<file path="src/rtl/fcvt_ws_seq.sv">
// Sequential FCVT.W.S / FCVT.WU.S: bit-serial alignment shifter followed by a
// rounding and saturation step. The classifier vector selects the special cases.
module fcvt_ws_seq (
  input  logic        clk,
  input  logic        rst,
  input  logic        in_valid,
  output logic        in_ready,
  input  logic [31:0] frs,
  input  logic [9:0]  class_res,
  input  logic [2:0]  rm,
  input  logic        is_unsigned,
  output logic        out_valid,
  input  logic        out_ready,
  output logic [31:0] result,
  output logic [4:0]  fflags,
  output logic [1:0]  state_dbg
);

  // Handshake: a request transfers on a rising edge where in_valid && in_ready;
  // a result transfers on a rising edge where out_valid && out_ready. Each side
  // holds its payload stable while its valid is high and not yet accepted.

  typedef enum logic [1:0] {
    IDLE  = 2'd0,
    SHIFT = 2'd1,
    ROUND = 2'd2,
    DONE  = 2'd3
  } state_t;

  state_t      state_q, state_d;
  logic [4:0]  cnt_q, cnt_d;
  logic        left_q, left_d;
  logic [32:0] mag_q, mag_d;
  logic        guard_q, guard_d;
  logic        sticky_q, sticky_d;
  logic        sign_q, sign_d;
  logic        uns_q, uns_d;
  logic [2:0]  rm_q, rm_d;
  logic        force_q, force_d;
  logic [31:0] force_res_q, force_res_d;
  logic [31:0] result_q, result_d;
  logic [4:0]  fflags_q, fflags_d;
  logic        out_valid_q, out_valid_d;

  // Accept-time decode of the operand
  logic signed [9:0] e_c;
  logic        is_nan, is_zero, is_sub, is_norm;
  logic        acc_force;
  logic [31:0] acc_force_res;
  logic [32:0] acc_mag;
  logic        acc_sticky;
  logic        acc_shift;
  logic        acc_left;
  logic [4:0]  acc_cnt;

  always_comb begin
    e_c           = $signed({2'b00, frs[30:23]}) - 10'sd127;
    is_nan        = class_res[9] | class_res[8];
    is_zero       = class_res[4] | class_res[3];
    is_sub        = class_res[5] | class_res[2];
    is_norm       = class_res[6] | class_res[1];
    acc_force     = 1'b0;
    acc_force_res = 32'h0;
    acc_mag       = 33'h0;
    acc_sticky    = 1'b0;
    acc_shift     = 1'b0;
    acc_left      = 1'b0;
    acc_cnt       = 5'd0;
    if (is_nan) begin
      acc_force     = 1'b1;
      acc_force_res = is_unsigned ? 32'hFFFF_FFFF : 32'h7FFF_FFFF;
    end else if (class_res[7] || (class_res[6] && e_c >= 10'sd32)) begin
      acc_force     = 1'b1;
      acc_force_res = is_unsigned ? 32'hFFFF_FFFF : 32'h7FFF_FFFF;
    end else if (class_res[0] || (class_res[1] && e_c >= 10'sd32)) begin
      acc_force     = 1'b1;
      acc_force_res = is_unsigned ? 32'h0000_0000 : 32'h8000_0000;
    end else if (is_zero) begin
      acc_sticky = 1'b0;
    end else if (is_sub || (is_norm && e_c < -10'sd1)) begin
      // Magnitude below one half: integer part 0, only sticky survives.
      acc_sticky = 1'b1;
    end else if (is_norm) begin
      acc_shift = 1'b1;
      acc_mag   = {9'b0, 1'b1, frs[22:0]};
      if (e_c <= 10'sd22) begin
        acc_cnt = 5'd23 - e_c[4:0];
      end else begin
        acc_left = 1'b1;
        acc_cnt  = e_c[4:0] - 5'd23;
      end
    end
  end

  // Rounding and range check on the aligned magnitude
  logic        rnd_inc;
  logic        gs;
  logic [32:0] m_r;
  logic [31:0] rnd_res;
  logic        rnd_nv;
  logic        rnd_nx;

  always_comb begin
    gs = guard_q | sticky_q;
    case (rm_q)
      3'b000:  rnd_inc = guard_q & (sticky_q | mag_q[0]);
      3'b010:  rnd_inc = sign_q & gs;
      3'b011:  rnd_inc = ~sign_q & gs;
      3'b100:  rnd_inc = guard_q;
      default: rnd_inc = 1'b0;
    endcase
    m_r     = mag_q + {32'b0, rnd_inc};
    rnd_res = 32'h0;
    rnd_nv  = 1'b0;
    if (force_q) begin
      rnd_res = force_res_q;
      rnd_nv  = 1'b1;
    end else if (!uns_q) begin
      if (!sign_q && m_r > 33'h0_7FFF_FFFF) begin
        rnd_res = 32'h7FFF_FFFF;
        rnd_nv  = 1'b1;
      end else if (sign_q && m_r > 33'h0_8000_0000) begin
        rnd_res = 32'h8000_0000;
        rnd_nv  = 1'b1;
      end else begin
        rnd_res = sign_q ? (~m_r[31:0] + 32'd1) : m_r[31:0];
      end
    end else begin
      if (sign_q) begin
        rnd_res = 32'h0;
        rnd_nv  = (m_r != 33'h0);
      end else if (m_r[32]) begin
        rnd_res = 32'hFFFF_FFFF;
        rnd_nv  = 1'b1;
      end else begin
        rnd_res = m_r[31:0];
      end
    end
    rnd_nx = gs & ~rnd_nv;
  end

  // Next-state and datapath control
  always_comb begin
    state_d     = state_q;
    cnt_d       = cnt_q;
    left_d      = left_q;
    mag_d       = mag_q;
    guard_d     = guard_q;
    sticky_d    = sticky_q;
    sign_d      = sign_q;
    uns_d       = uns_q;
    rm_d        = rm_q;
    force_d     = force_q;
    force_res_d = force_res_q;
    result_d    = result_q;
    fflags_d    = fflags_q;
    out_valid_d = out_valid_q;
    case (state_q)
      IDLE: begin
        if (in_valid) begin
          sign_d      = frs[31];
          uns_d       = is_unsigned;
          rm_d        = rm;
          force_d     = acc_force;
          force_res_d = acc_force_res;
          mag_d       = acc_mag;
          guard_d     = 1'b0;
          sticky_d    = acc_sticky;
          cnt_d       = acc_cnt;
          left_d      = acc_left;
          state_d     = acc_shift ? SHIFT : ROUND;
        end
      end
      SHIFT: begin
        if (cnt_q != 5'd0) begin
          cnt_d = cnt_q - 5'd1;
          if (left_q) begin
            mag_d = mag_q << 1;
          end else begin
            mag_d    = mag_q >> 1;
            guard_d  = mag_q[0];
            sticky_d = sticky_q | guard_q;
          end
        end else begin
          state_d = ROUND;
        end
      end
      ROUND: begin
        result_d    = rnd_res;
        fflags_d    = {rnd_nv, 3'b000, rnd_nx};
        out_valid_d = 1'b1;
        state_d     = DONE;
      end
      DONE: begin
        if (out_ready) begin
          out_valid_d = 1'b0;
          state_d     = IDLE;
        end
      end
      default: state_d = IDLE;
    endcase
  end

  always_ff @(posedge clk) begin
    if (rst) begin
      state_q     <= IDLE;
      cnt_q       <= 5'd0;
      left_q      <= 1'b0;
      mag_q       <= 33'h0;
      guard_q     <= 1'b0;
      sticky_q    <= 1'b0;
      sign_q      <= 1'b0;
      uns_q       <= 1'b0;
      rm_q        <= 3'b000;
      force_q     <= 1'b0;
      force_res_q <= 32'h0;
      result_q    <= 32'h0;
      fflags_q    <= 5'h0;
      out_valid_q <= 1'b0;
    end else begin
      state_q     <= state_d;
      cnt_q       <= cnt_d;
      left_q      <= left_d;
      mag_q       <= mag_d;
      guard_q     <= guard_d;
      sticky_q    <= sticky_d;
      sign_q      <= sign_d;
      uns_q       <= uns_d;
      rm_q        <= rm_d;
      force_q     <= force_d;
      force_res_q <= force_res_d;
      result_q    <= result_d;
      fflags_q    <= fflags_d;
      out_valid_q <= out_valid_d;
    end
  end

  assign in_ready  = (state_q == IDLE) && !rst;
  assign out_valid = out_valid_q;
  assign result    = result_q;
  assign fflags    = fflags_q;
  assign state_dbg = state_q;

endmodule

</file>
<file path="config.mk">
export PLATFORM = sky130hd
export DESIGN_NAME = fcvt_ws_seq
export DESIGN_NICKNAME = d
export VERILOG_FILES = /design/src/rtl/fcvt_ws_seq.sv
export SDC_FILE = /design/constraint.sdc
export NUM_CORES = 1
export LEC_CHECK = 0
export CAP_MARGIN = 10
export CORE_UTILIZATION = 55
export CTS_BUF_LIST = sky130_fd_sc_hd__clkbuf_4
export CTS_CLUSTER_DIAMETER = 150
export CTS_CLUSTER_SIZE = 20
export DETAILED_ROUTE_END_ITERATION = 8
export GPL_TIMING_DRIVEN = 0
export PLACE_DENSITY = 0.79
export SKIP_LAST_GASP = 1
export SLEW_MARGIN = 20
export SYNTH_ARGS = -nofsm -noshare
export SYNTH_HDL_FRONTEND = slang
export SYNTH_SLANG_ARGS = --single-unit
</file>
<file path="constraint.sdc">
create_clock -name clk -period 5.6 [get_ports clk]
set_input_delay 1.12 -clock clk [delete_from_list [all_inputs] [get_ports clk]]
set_output_delay 1.12 -clock clk [all_outputs]
set_load 0.01 [all_outputs]
</file>
Word-level counts from Yosys, hierarchy flattened --
Cells that the tools add are included.
Storage, ports and cells: register bits 116, logic and storage cells 146
Cells by class: add/sub/neg operators 6, magnitude comparators 5, eq/ne operators 11, mux-type cells 75, bitwise operators 13, reductions and logical operators 22
Operators with widths (number):
- $mux W32 | 12
- $mux W33 | 4
- $mux W24 | 5
- $pmux W33 S2 | 1
- $mux W5 | 9
- $mux W1 | 34
- $add A33 B1 Y33 | 1
- $gt A33 B31 Y1 const B | 1
- $gt A33 B32 Y1 const B | 1
- $reduce_bool A33 Y1 | 1
- $add A32 B1 Y32 const B | 1
- $not A32 Y32 | 1
- $ne A2 B2 Y1 const B | 5
- $pmux W5 S2 | 1
- $ge A9 B7 Y1 const B | 1
- $le A9 B6 Y1 const B | 1
- $lt A9 B1 Y1 const B | 1
- $sub A8 B7 Y9 const B | 1
- $mux W2 | 4
- $pmux W2 S4 | 1
- $eq A3 B2 Y1 const B | 2
- $logic_and A1 B1 Y1 | 6
- $or A1 B1 Y1 | 6
- $pmux W1 S2 | 3
- 18 further kinds | 29

Longest topological paths before layout --
Gate-level depths: netlist of run 1.
depth after elaboration 12, mapped depth 19, gate-level depth less buffers 16

Worst setup path before layout of run 1 --
Ideal clock, no wire load.
path kind register to register, start point register sign_q, end point register fflags_q[4] (netlist: fflags[4]), arrival 4.325 ns, data required time 5.484 ns, path slack 1.160 ns, cell stages (with the launch flop) 19, buffers on the path 4, period minus slack after synthesis 4.440 ns, path through dfxtp_1 clkbuf_1 clkbuf_1 clkbuf_1 nor2_1 nand4_1 o21ai_0 ha_1 ha_1 or3_1 a211oi_1 a2bb2oi_1 nor4b_1 nand3_1 nor4_4 o21ai_2 buf_2 nand3b_4 a31o_1
Between the ends: longest elaborated chain between the ends 10
Ends and longest elaborated chain:
- from (decl) | RTL line 36 | logic sign_q, sign_d;
- from (signal assigned) | RTL line 227 | sign_q <= sign_d;
- $not A1 Y1 | RTL line 108 | 3'b011: rnd_inc = ~sign_q & gs;
- $and A1 B1 Y1 | RTL line 108
- $pmux W1 S4 | RTL line 105 | case (rm_q)
- $add A33 B1 Y33 | RTL line 112 | m_r = mag_q + {32'b0, rnd_inc};
- $gt A33 B32 Y1 | RTL line 122 | end else if (sign_q && m_r > 33'h0_8000_0000) begin
- $logic_and A1 B1 Y1 | RTL line 122
- $mux W1 | RTL line 122
- $mux W1 | RTL line 119 | if (!sign_q && m_r > 33'h0_7FFF_FFFF) begin
- $mux W1 (*) | RTL line 118 | end else if (!uns_q) begin
- $mux W1 (*) | RTL line 115 | if (force_q) begin
- to (signal assigned) | RTL line 233 | fflags_q <= fflags_d;
- to (decl) | RTL line 42 | logic [4:0] fflags_q, fflags_d;
Every way passes the cells marked *; elsewhere a longest branch is shown, timed or not. A chain may end at the register's enable or synchronous reset.

Worst setup path in the final report of run 1 --
start point register sign_q, end point register result_q[15] (netlist: result[15])
Between the ends: longest elaborated chain between the ends 11
Ends and longest elaborated chain:
- $not A1 Y1 | RTL line 108
- $and A1 B1 Y1 | RTL line 108
- $pmux W1 S4 | RTL line 105
- $add A33 B1 Y33 | RTL line 112
- $not A32 Y32 | RTL line 126 | rnd_res = sign_q ? (~m_r[31:0] + 32'd1) : m_r[31:0];
- $add A32 B1 Y32 | RTL line 126
- $mux W32 | RTL line 126
- $mux W32 | RTL line 122
- $mux W32 | RTL line 119
- $mux W32 (*) | RTL line 118
- $mux W32 (*) | RTL line 115
- to (signal assigned) | RTL line 232 | result_q <= result_d;
- to (decl) | RTL line 41 | logic [31:0] result_q, result_d;
Marked as above.

==> flow_summary.yaml, run 1 <==
status:
  status: "finished, final reports clean"
sta:
  slew_viol_final: 0
  fmax_mhz: 188
  skew_ps: 12.7
  tightestPinTransition_ps: 815
  tns_ps: 0
  slew_headroom_pct: 45.5
  final-hold-violation-count: 0
  min_period_over_period_pct: 95.1
  setup-violations-final: 0
  grt_setup_unrepaired: "false"
  layout_min_cycle_time_ps: 5330
pwr:
  combPwrFrac_pct: 47.7
  swShare_pct: 40.7
  p_leak_nw: 2.93
  switching_power_w: 0.000848
  p_seq_share_pct: 36.0
  peakVddDrop_uv: 182
  internal_power_w: 0.00124
  power_per_cell_area_mw_per_mm2: 248
  p_clk_share_pct: 16.3
synth:
  ys_async_sr_fraction_pct: 0
  syn-cell-area_mm2: 0.00716
  avgSynthCellArea_um2: 7.42
  synth_cells: 966
  synth_simple_gate_area_share_pct: 26.2
  ys_warn_count: 0
  synthMuxAreaShare_pct: 4.35
  synth_top_family_by_area: "compound AO/OA/AOI/OAI gates"
  synthAdderAreaFrac_pct: 2.45
  synth_edf_count: 0
  seq_area_frac_synth_pct: 24.0
  ys_ff_latch: 86
  synth_xor_area_share_pct: 7.21
  synth_compound_area_share_pct: 28.4
  yosys.cell_types.count: 84
  synth_ff_type: "dfxtp_1"
routing:
  drt_iter0_markers: 747
  num_vias: 7789
  wl_per_cell_um: 18.0
  wl_um: 22300
  drt-vias-per-instance: 6.28
  drtAntennaViolNets: 0
  drc: 0
  first_pass_iters: 5
worst_setup_path:
  reg2reg_to: "result[15]"
  r2r_setup_slack_ps: 270
  r2r-start: "sign_q"
  arrival_ps: 5740
  worstPathRequired_ps: 6010
  worst_setup_path_start_kind: "flop"
  path_max_fanout: 10
  crit_type: "flop to flop"
  worstSetupEndpointType: "flop"
  rr_worst_depth: 18
clock_tree:
  cts.htree.levels: 3
  cts_sinks: 86
  cts_hold_buf: 0
  cts_buffers: 9
  tritoncts: "built"
  worstSkewPairLatency_ps: 460
  clk_path_buf_depth: 2
  root_buffer: "clkbuf_4"
  clk_pin_slew_ps: 120
global_routing:
  grt_max_degree: 13
  grt_pass1_vias: 6807
  grt_pass1_wl_um: 35100
  antenna_found_initial: 0
  grt_overflow_total: 0
  gr-usage-all-layers_pct: 33.5
hold_path:
  min_from: "result[17]"
  hold_depth: 2
  hold_class: "flop to flop"
  hold_end: "result[17]"
finish:
  drive_above_1_share_pct: 9.07
  diodes: 0
  nNetsFinal: 1131
  area_growth_syn_to_layout_pct: 17.2
  instances_no_fill: 1241
place:
  io_buffers: 87
  dp_hpwl_um: 17500
  gp_congestion: 1.00
  dp_cells: 1227
die:
  die_area_mm2: 0.0135
  fp.dieH_um: 116
  core_area_mm2: 0.0127
  start_util_pct: 56.5
  pin_count: 91
  die_w_um: 116
  rows: 41
job:
  cap_violations: 0
[cell usage after synthesis (8+ instances only)]
| cell type | count | area [um2] |
|---|---|---|
| nand2_1 | 92 | 345 |
| dfxtp_1 | 86 | 1720 |
| nor2_1 | 75 | 282 |
| o21ai_0 | 63 | 315 |
| a21oi_1 | 60 | 300 |
| clkbuf_1 | 58 | 218 |
| nor3_1 | 49 | 245 |
| xnor2_1 | 39 | 342 |
| nand3_1 | 30 | 150 |
| a221oi_1 | 25 | 219 |
| mux2_2 | 25 | 282 |
| inv_1 | 24 | 90.1 |
| nand4_1 | 21 | 131 |
| xor2_1 | 20 | 175 |
| a31oi_1 | 18 | 113 |
| o21ai_1 | 18 | 90.1 |
| a211oi_1 | 16 | 120 |
| ha_1 | 14 | 175 |
| nor4_1 | 14 | 87.6 |
| a21o_1 | 13 | 97.6 |
| or3_1 | 13 | 81.3 |
| buf_2 | 11 | 55.1 |
| o21a_1 | 10 | 75.1 |
| o31a_1 | 10 | 87.6 |
| and3_1 | 9 | 56.3 |
| buf_1 | 8 | 30.0 |
| buf_4 | 8 | 60.1 |
[placed cells by master (no fill, tap or decap), types with 6 or more instances in the layout]
cell,n
and4_1,6
mux2_2,25
o21a_1,10
inv_1,24
nand4_1,21
or4_1,6
ha_1,14
and3_1,9
o21ai_1,19
a21o_1,13
nor2_1,75
a221oi_1,25
o31a_1,10
buf_1,7
clkbuf_1,55
or3_1,13
a211oi_1,16
xnor2_1,39
buf_4,9
clkbuf_4,10
buf_2,11
a31oi_1,18
nand3_1,30
o2111ai_1,6
o21ai_0,62
xor2_1,20
nor3_1,49
a21oi_1,60
nand2_1,92
clkdlybuf4s50_1,87
nor4_1,14
dfxtp_1,86
and2_1,6
[power by group through the flow]
stage / registers, W / clock network (W) / logic (W)
CTS: 0.000748 / 0.000343 / 0.000969
floorplan: 0.000767 / 0 / 0.000636
global route: 0.000758 / 0.000370 / 0.00108
global placement: 0.000759 / 0 / 0.000955
finish: 0.000750 / 0.000340 / 0.000993
detailed placement: 0.000762 / 0 / 0.000962
[kinds of logic (layout without fill, tap and decap cells)]
group	count (synthesis)	in the layout
buffers and inverters	116	217
multiplexers	28	28
other	1	3
adder cells (fa/ha/maj)	14	14
XOR/XNOR	59	59
flip-flops	86	86
AO/OA/AOI/OAI	301	301
AND/OR/NAND/NOR	361	361
[state kept, by name (all words and copies together) (netlist names)]
signal	count
cnt_q	5
result	32
mag_q	33
uns_q	1
left_q	1
state_dbg	2
guard_q	1
sticky_q	1
sign_q	1
force_res_q	2
out_valid	1
fflags	2
rm_q	3
force_q	1
[worst max-delay path, cell delays in order, from the launching register on]
cell	delay, ps
dfxtp_1	370
clkbuf_2	210
clkbuf_2	260
clkbuf_2	280
nor2_1	130
nand4_1	100
o21ai_1	180
ha_1	370
ha_1	270
nand4_2	170
or4_1	470
o31a_1	300
or4_4	580
a2111o_1	360
nor4_4	340
o21ai_2	110
buf_2	230
o2111ai_1	380
a22o_1	180
[timing repair]
item | CTS | global route
gates resized for setup | 3 | 6
endpoints found under the setup margin | 33 | 34
pin swaps | 0 | 1
setup buffers | 0 | 1
[how the worst max path moves through the flow]
stage,slack (ps),to,start,depth (start not counted)
after floorplan,1160,fflags[4],sign_q,18
after global placement,-500,result[15],sign_q,19
after detailed placement,-470,result[15],sign_q,19
after CTS,8,result[15],sign_q,18
after global routing,60,result[25],sign_q,18
final,270,result[15],sign_q,18
[metrics by stage]
stage	utilization [%]	hold slack (ps)	instance area, um2	worst slack (ps)	power, W
after detailed placement	65.2	447	8260	-474	0.00172
after CTS	66.1	464	8380	8.07	0.00206
after global placement	65.2	441	8260	-496	0.00171
after global routing	66.3	483	8400	56.5	0.00220
final	66.3	461	8400	273	0.00208
after floorplan	-	447	7170	1160	0.00140
[layout make-up]
| class | instances | area [um2] |
|---|---|---|
| fillers | 1212 | 4270 |
| clock inverters | 3 | 38.8 |
| inverters | 25 | 93.8 |
| multi-input cells | 766 | 4940 |
| repair buffers | 88 | 878 |
| well taps | 172 | 215 |
| clock buffers | 10 | 75.1 |
| flip-flops and latches | 86 | 1720 |
| plain buffers | 91 | 429 |
[layer usage]
layer	global-route usage, %	wire length, um	vias up
li1	-	-	3781
met1	44.4	9940	3599
met2	53.3	9990	351
met3	6.12	1580	58
met4	14.3	831	0
met5	0	0	-
No activity file was read; power rests on OpenSTA's default activity.
==> inputs of run 2 (changes only) <==
--- a/config.mk
+++ b/config.mk
@@ -6,13 +6,13 @@
 export NUM_CORES = 1
 export LEC_CHECK = 0
 export CAP_MARGIN = 10
-export CORE_UTILIZATION = 55
+export CORE_UTILIZATION = 53
 export CTS_BUF_LIST = sky130_fd_sc_hd__clkbuf_4
 export CTS_CLUSTER_DIAMETER = 150
 export CTS_CLUSTER_SIZE = 20
 export DETAILED_ROUTE_END_ITERATION = 8
 export GPL_TIMING_DRIVEN = 0
-export PLACE_DENSITY = 0.79
+export PLACE_DENSITY = 0.8
 export SKIP_LAST_GASP = 1
 export SLEW_MARGIN = 20
 export SYNTH_ARGS = -nofsm -noshare
==> constraint.sdc (replaced) <==
create_clock -name clk -period 4.9 [get_ports clk]
set_input_delay 0.98 -clock clk [delete_from_list [all_inputs] [get_ports clk]]
set_output_delay 0.98 -clock clk [all_outputs]
set_load 0.01 [all_outputs]
==> run 2 against run 1 <==
Die area is 3.7% higher; non-clock buffer count is 2 higher; via count grew 2.2%; sequential cell count did not move; clock skew rose by 2.0 ps; worst setup slack worse by 120 ps; combinational power increased by 16%; design area grew 2.0%; sequential power is 14% higher; count of clock-buffer cells in the layout rose by 1; critical path depth grew 1; first-iteration DRC count is 7.5% higher; critical path type unchanged.
==> flow_summary.yaml, run 2 (synthesis gave the netlist of run 1 again) <==
worst_setup_path:
  worstSetupEndpointType: "flop"
  worst_setup_path_start_kind: "flop"
  critPathMaxStageDelay_ps: 520
  crit_type: "flop to flop"
  path_max_fanout: 10
  r2r_setup_slack_ps: 160
  crit_chain: "clkbuf_4 > buf_6 > buf_4 > nor2_1 > nand4_1 > o21ai_2 > ha_2 > buf_4 > nand2_1 > or4_4 > buf_6 > o31a_1 > or4_4 > a2111o_1 > nor4_4 > o21ai_2 > buf_6 > nor3_1 > o31a_1"
  crit_slowest_cell: "or4_4"
  worstPathRequired_ps: 5320
  cp_common_cell: "buf_6"
  arrival_ps: 5160
global_routing:
  antenna_found_initial: 1
  gr-usage-all-layers_pct: 32.1
  grt_overflow_total: 0
  grt_pass1_vias: 7050
  grt_pass1_wl_um: 36100
  grt_max_degree: 13
clock_tree:
  cts_buffers: 9
  cts.htree.levels: 3
  cts_hold_buf: 0
  root_buffer: "clkbuf_4"
  clk_path_buf_depth: 2
  clk_pin_slew_ps: 120
  worstSkewPairLatency_ps: 480
  tritoncts: "built"
  cts_sinks: 86
finish:
  nNetsFinal: 1133
  top_register: "mag_q"
  mostFrequentLayoutCells: "92 x nand2_1, 87 x clkdlybuf4s50_1, 85 x dfxtp_1, 74 x nor2_1, 62 x o21ai_0"
  area_growth_syn_to_layout_pct: 19.5
  layout_commonest_cell: "nand2_1"
  nFillCells: 1170
  drive_above_1_share_pct: 11.1
  instances_no_fill: 1249
  largest_register_ff_count: 33
sta:
  tightestPinTransition_ps: 828
  skew_ps: 14.7
  tns_ps: 0
  slew_viol_final: 0
  layout_setup_ws_ps: 158
  fmax_mhz: 211
  layout_min_cycle_time_ps: 4740
  min_period_over_period_pct: 96.8
  hold_slack_ps: 475
  setup-violations-final: 0
  slew_headroom_pct: 44.6
  final-hold-violation-count: 0
  grt_setup_unrepaired: "false"
place:
  dp_cells: 1231
  dp_hpwl_um: 17300
  preCtsSetupSlack_ps: -963
  gp_congestion: 1.00
  io_buffers: 87
pwr:
  peakVddDrop_uv: 158
  internal_power_w: 0.00143
  p_clk_share_pct: 16.6
  swShare_pct: 40.6
  combPwrFrac_pct: 47.7
  switching_power_w: 0.000974
  p_seq_share_pct: 35.7
  p_leak_nw: 2.99
  power_per_cell_area_mw_per_mm2: 281
die:
  core_area_mm2: 0.0132
  pin_count: 91
  die_area_mm2: 0.0140
  rows: 42
  start_util_pct: 54.3
  die_w_um: 118
  fp.dieH_um: 118
routing:
  num_vias: 7961
  drc: 0
  wl_um: 22500
  wl_per_cell_um: 18.0
  drt_iter0_markers: 803
  first_pass_iters: 7
  drtAntennaViolNets: 0
  drt-vias-per-instance: 6.37
status:
  status: "finished, final reports clean"
job:
  cap_violations: 0
hold_path:
  hold_class: "flop to flop"
[run 2: worst paths after layout]
path | cells after the start | to | start
worst max-delay path | 19 | result[22] | sign_q
worst min-delay path | 2 | result[17] | result[17]
worst max register to register | 19 | result[22] | sign_q
worst min register to register | 2 | result[17] | result[17]
[run 2: cell type report]
type / count / area (um2) / area share, %
Tap cell: 176 / 220 / 2.57
Multi-Input combinational cell: 766 / 5060 / 59.1
Timing Repair Buffer: 91 / 901 / 10.5
Sequential cell: 86 / 1720 / 20.1
Antenna cell: 1 / 2.50 / 0.0292
Buffer: 90 / 445 / 5.20
Clock buffer: 11 / 82.6 / 0.964
Inverter: 25 / 93.8 / 1.10
Clock inverter: 3 / 37.5 / 0.438
[run 2: critical path, delay by kind of cell, from the launching register on]
family                     cells  cell delay (ps)
buffers and inverters          6             1040
DFF                            1              360
adders and majority gates      1              280
and+or+nand+nor                7             1900
AOI/OAI and AO/OA              5             1100
[run 2: timing repair]
| item | 4_1_cts | 5_1_grt |
|---|---|---|
| buffers inserted | 3 | 1 |
| endpoints found under the hold margin | 0 | 0 |
| pin swaps | 2 | 4 |
| gates resized for setup | 15 | 27 |
| endpoints found under the setup margin | 34 | 34 |
[run 2: power by group through the flow]
stage	combinational [W]	clock (W)	sequential [W]
finish	0.00115	0.000398	0.000858
global route	0.00124	0.000428	0.000870
CTS	0.00111	0.000397	0.000855
detailed placement	0.00109	0	0.000871
global placement	0.00108	0	0.000868
floorplan	0.000727	0	0.000877
[run 2: metal layers]
layer / track usage, % / routed length (um)
met1: 42.8 / 9910
met2: 50.1 / 10000
met3: 4.34 / 1630
met4: 17.5 / 945
met5: 0 / 0
[run 2: through the flow]
step / total power (W) / area [um2] / util (%)
finish: 0.00240 / 8560 / 64.9
global route: 0.00254 / 8560 / 64.9
global placement: 0.00195 / 8260 / 62.6
floorplan: 0.00160 / 7170 / -
CTS: 0.00236 / 8450 / 64.0
detailed placement: 0.00196 / 8260 / 62.6
==> inputs of run 3 (changes only) <==
--- a/config.mk
+++ b/config.mk
@@ -5,6 +5,7 @@
 export SDC_FILE = /design/constraint.sdc
 export NUM_CORES = 1
 export LEC_CHECK = 0
+export ABC_AREA = 1
 export CAP_MARGIN = 10
 export CORE_UTILIZATION = 53
 export CTS_BUF_LIST = sky130_fd_sc_hd__clkbuf_4
==> run 3 against run 2 <==
Non-clock buffer count fell by 35; global-route usage fell by 0.46 points; design area fell by 1.4%; via count rose by 4.2%; largest power group unchanged; highest routed layer unchanged.
==> flow_summary.yaml, run 3 <==
pwr:
  p_leak_nw: 3.82
  internal_power_w: 0.00219
  p_seq_share_pct: 25.6
  p_total_w: 0.00444
  power_per_cell_area_mw_per_mm2: 526
  switching_power_w: 0.00225
  p_clk_share_pct: 10.1
  peakVddDrop_uv: 343
  swShare_pct: 50.7
  combPwrFrac_pct: 64.3
worst_setup_path:
  path_max_fanout: 10
  arrival_ps: 4780
  crit_type: "flop to flop"
  worstSetupEndpointType: "flop"
  worstPathRequired_ps: 5230
  worst_setup_path_start_kind: "flop"
clock_tree:
  cts_hold_buf: 0
  cts_buffers: 9
  cts_sinks: 86
  tritoncts: "built"
  worstSkewPairLatency_ps: 460
  clk_pin_slew_ps: 150
  root_buffer: "clkbuf_4"
  cts.htree.levels: 3
  clk_path_buf_depth: 2
sta:
  skew_ps: 18.4
  hold_slack_ps: 481
  slew_headroom_pct: 34.5
  min_period_over_period_pct: 90.8
  layout_min_cycle_time_ps: 4450
  slew_viol_final: 0
  tns_ps: 0
  fmax_mhz: 225
  tightestPinTransition_ps: 975
  grt_setup_unrepaired: "false"
  setup-violations-final: 0
  final-hold-violation-count: 0
die:
  rows: 42
  pin_count: 91
  core_area_mm2: 0.0132
  die_w_um: 119
  die_area_mm2: 0.0140
  fp.dieH_um: 119
  start_util_pct: 54.3
hold_path:
  hold_class: "flop to flop"
place:
  dp_hpwl_um: 17600
  io_buffers: 86
  gp_congestion: 0.957
synth:
  synth_ff_type: "dfxtp_1"
  yosys-top-cells-count: "400 x nand2_1, 109 x nor2_1, 109 x o21ai_0, 100 x inv_1, 86 x dfxtp_1"
  avgSynthCellArea_um2: 5.91
  synth_area_leaders: "dfxtp_1 24%, nand2_1 21%, o21ai_0 7.6%"
  ys_async_sr_fraction_pct: 0
  synth_edf_count: 0
  yosys.cell_types.count: 43
  synth_cells: 1217
  synth_top_area_cell: "dfxtp_1"
  ys_warn_count: 0
  synth.most_common_cell: "nand2_1"
  netlist.area_leader.share_pct: 23.9
  syn-cell-area_mm2: 0.00720
  seq_area_frac_synth_pct: 23.9
  ys_ff_latch: 86
routing:
  first_pass_iters: 5
  wl_per_cell_um: 14.6
  wl_um: 21900
  drt_iter0_markers: 588
  drt-vias-per-instance: 5.54
  drc: 0
  num_vias: 8296
  drtAntennaViolNets: 0
finish:
  drive_above_1_share_pct: 7.87
  nNetsFinal: 1380
  layout_commonest_cell: "nand2_1"
  largest_register_ff_count: 33
  top_register: "mag_q"
  area_growth_syn_to_layout_pct: 17.3
  mostFrequentLayoutCells: "400 x nand2_1, 109 x nor2_1, 109 x o21ai_0, 100 x inv_1"
global_routing:
  busiest_layer: "met2"
  grt_pass1_vias: 7611
  grtUsageMet1_pct: 39.7
  met2_usage_pct: 53.1
  antenna_found_initial: 1
  grt_pass1_wl_um: 35700
  grtUsageMet3_pct: 6.32
  grt_max_degree: 17
  grt_overflow_total: 0
  gr-usage-all-layers_pct: 31.7
status:
  status: "finished, final reports clean"
job:
  cap_violations: 0
[run 3: metrics by stage]
| stage | area, um2 | worst slack (ps) | util (%) | instances |
|---|---|---|---|---|
| 2_1_floorplan | 7200 | 1140 | - | 1219 |
| 3_3_place_gp | 8290 | 121 | 62.6 | 1481 |
| 3_5_place_dp | 8290 | 113 | 62.6 | 1481 |
| 4_1_cts | 8440 | 87.9 | 63.7 | 1497 |
| 5_1_grt | 8440 | 89.8 | 63.8 | 1498 |
| 6_report | 8440 | 451 | 63.8 | 1498 |
[run 3: what timing repair did]
| item | in CTS | in global routing |
|---|---|---|
| setup endpoints to repair | 0 | 34 |
| gates resized for setup | 0 | 4 |
| buffers inserted | 0 | 1 |
[run 3: layout make-up]
class	instances	area, um2
buffer	59	285
fill	1344	4800
clock buffer	10	75.1
multi-input combinational	963	4780
timing repair buffer	87	868
antenna	1	2.50
inverter	110	413
clock inverter	6	75.1
sequential	86	1720
tap	176	220
[run 3: worst paths after layout]
path / from / endpoint / slack [ps] / cells past startpoint
worst max-delay path: sign_q / result[31] / 450 / 25
worst min-delay path: fflags[0] / fflags[0] / 480 / 2
worst max register to register: sign_q / result[31] / 450 / 25
worst min register to register: fflags[0] / fflags[0] / 480 / 2
[run 3: routing by layer]
| metal | up-vias | routed length (um) |
|---|---|---|
| met1 | 3759 | 9470 |
| met3 | 51 | 1610 |
| li1 | 4181 | - |
| met2 | 305 | 10200 |
| met5 | - | 0 |
| met4 | 0 | 637 |
[run 3: power by group through the flow]
stage          combinational (W)  sequential (W)  clock, W
2_1_floorplan            0.00193         0.00115         0
3_3_place_gp             0.00279         0.00114         0
3_5_place_dp             0.00282         0.00114         0
4_1_cts                  0.00283         0.00112  0.000455
5_1_grt                  0.00321         0.00116  0.000487
6_report                 0.00286         0.00114  0.000449
[run 3: cells by family after synthesis]
kind of cell / synth area share (%)
simple gates: 39.7
compound gates: 20.4
buf+inv: 9.72
flops: 23.9
xor+xnor: 3.77
fa+ha+maj: 2.43
other cells: 0.0521
[run 3: worst max-delay path: stages, from the launching register on]
cell and delay [ps]:
dfxtp_1 500, clkbuf_2 280, clkbuf_2 300, or2_2 170, a31oi_1 70, a221oi_1 220, ha_1 240, ha_1 250
nand2_2 100, nor2_4 220, nand2_1 150, nor2_2 170, nand2_1 80, nand2_2 130, nand2_1 110, inv_2 60
nand2_2 50, nor2_4 170, nand3_4 130, o21bai_4 280, buf_6 200, nand3_1 160, nand2_1 120, nand2_1 50
nand2_1 60, a21oi_1 60
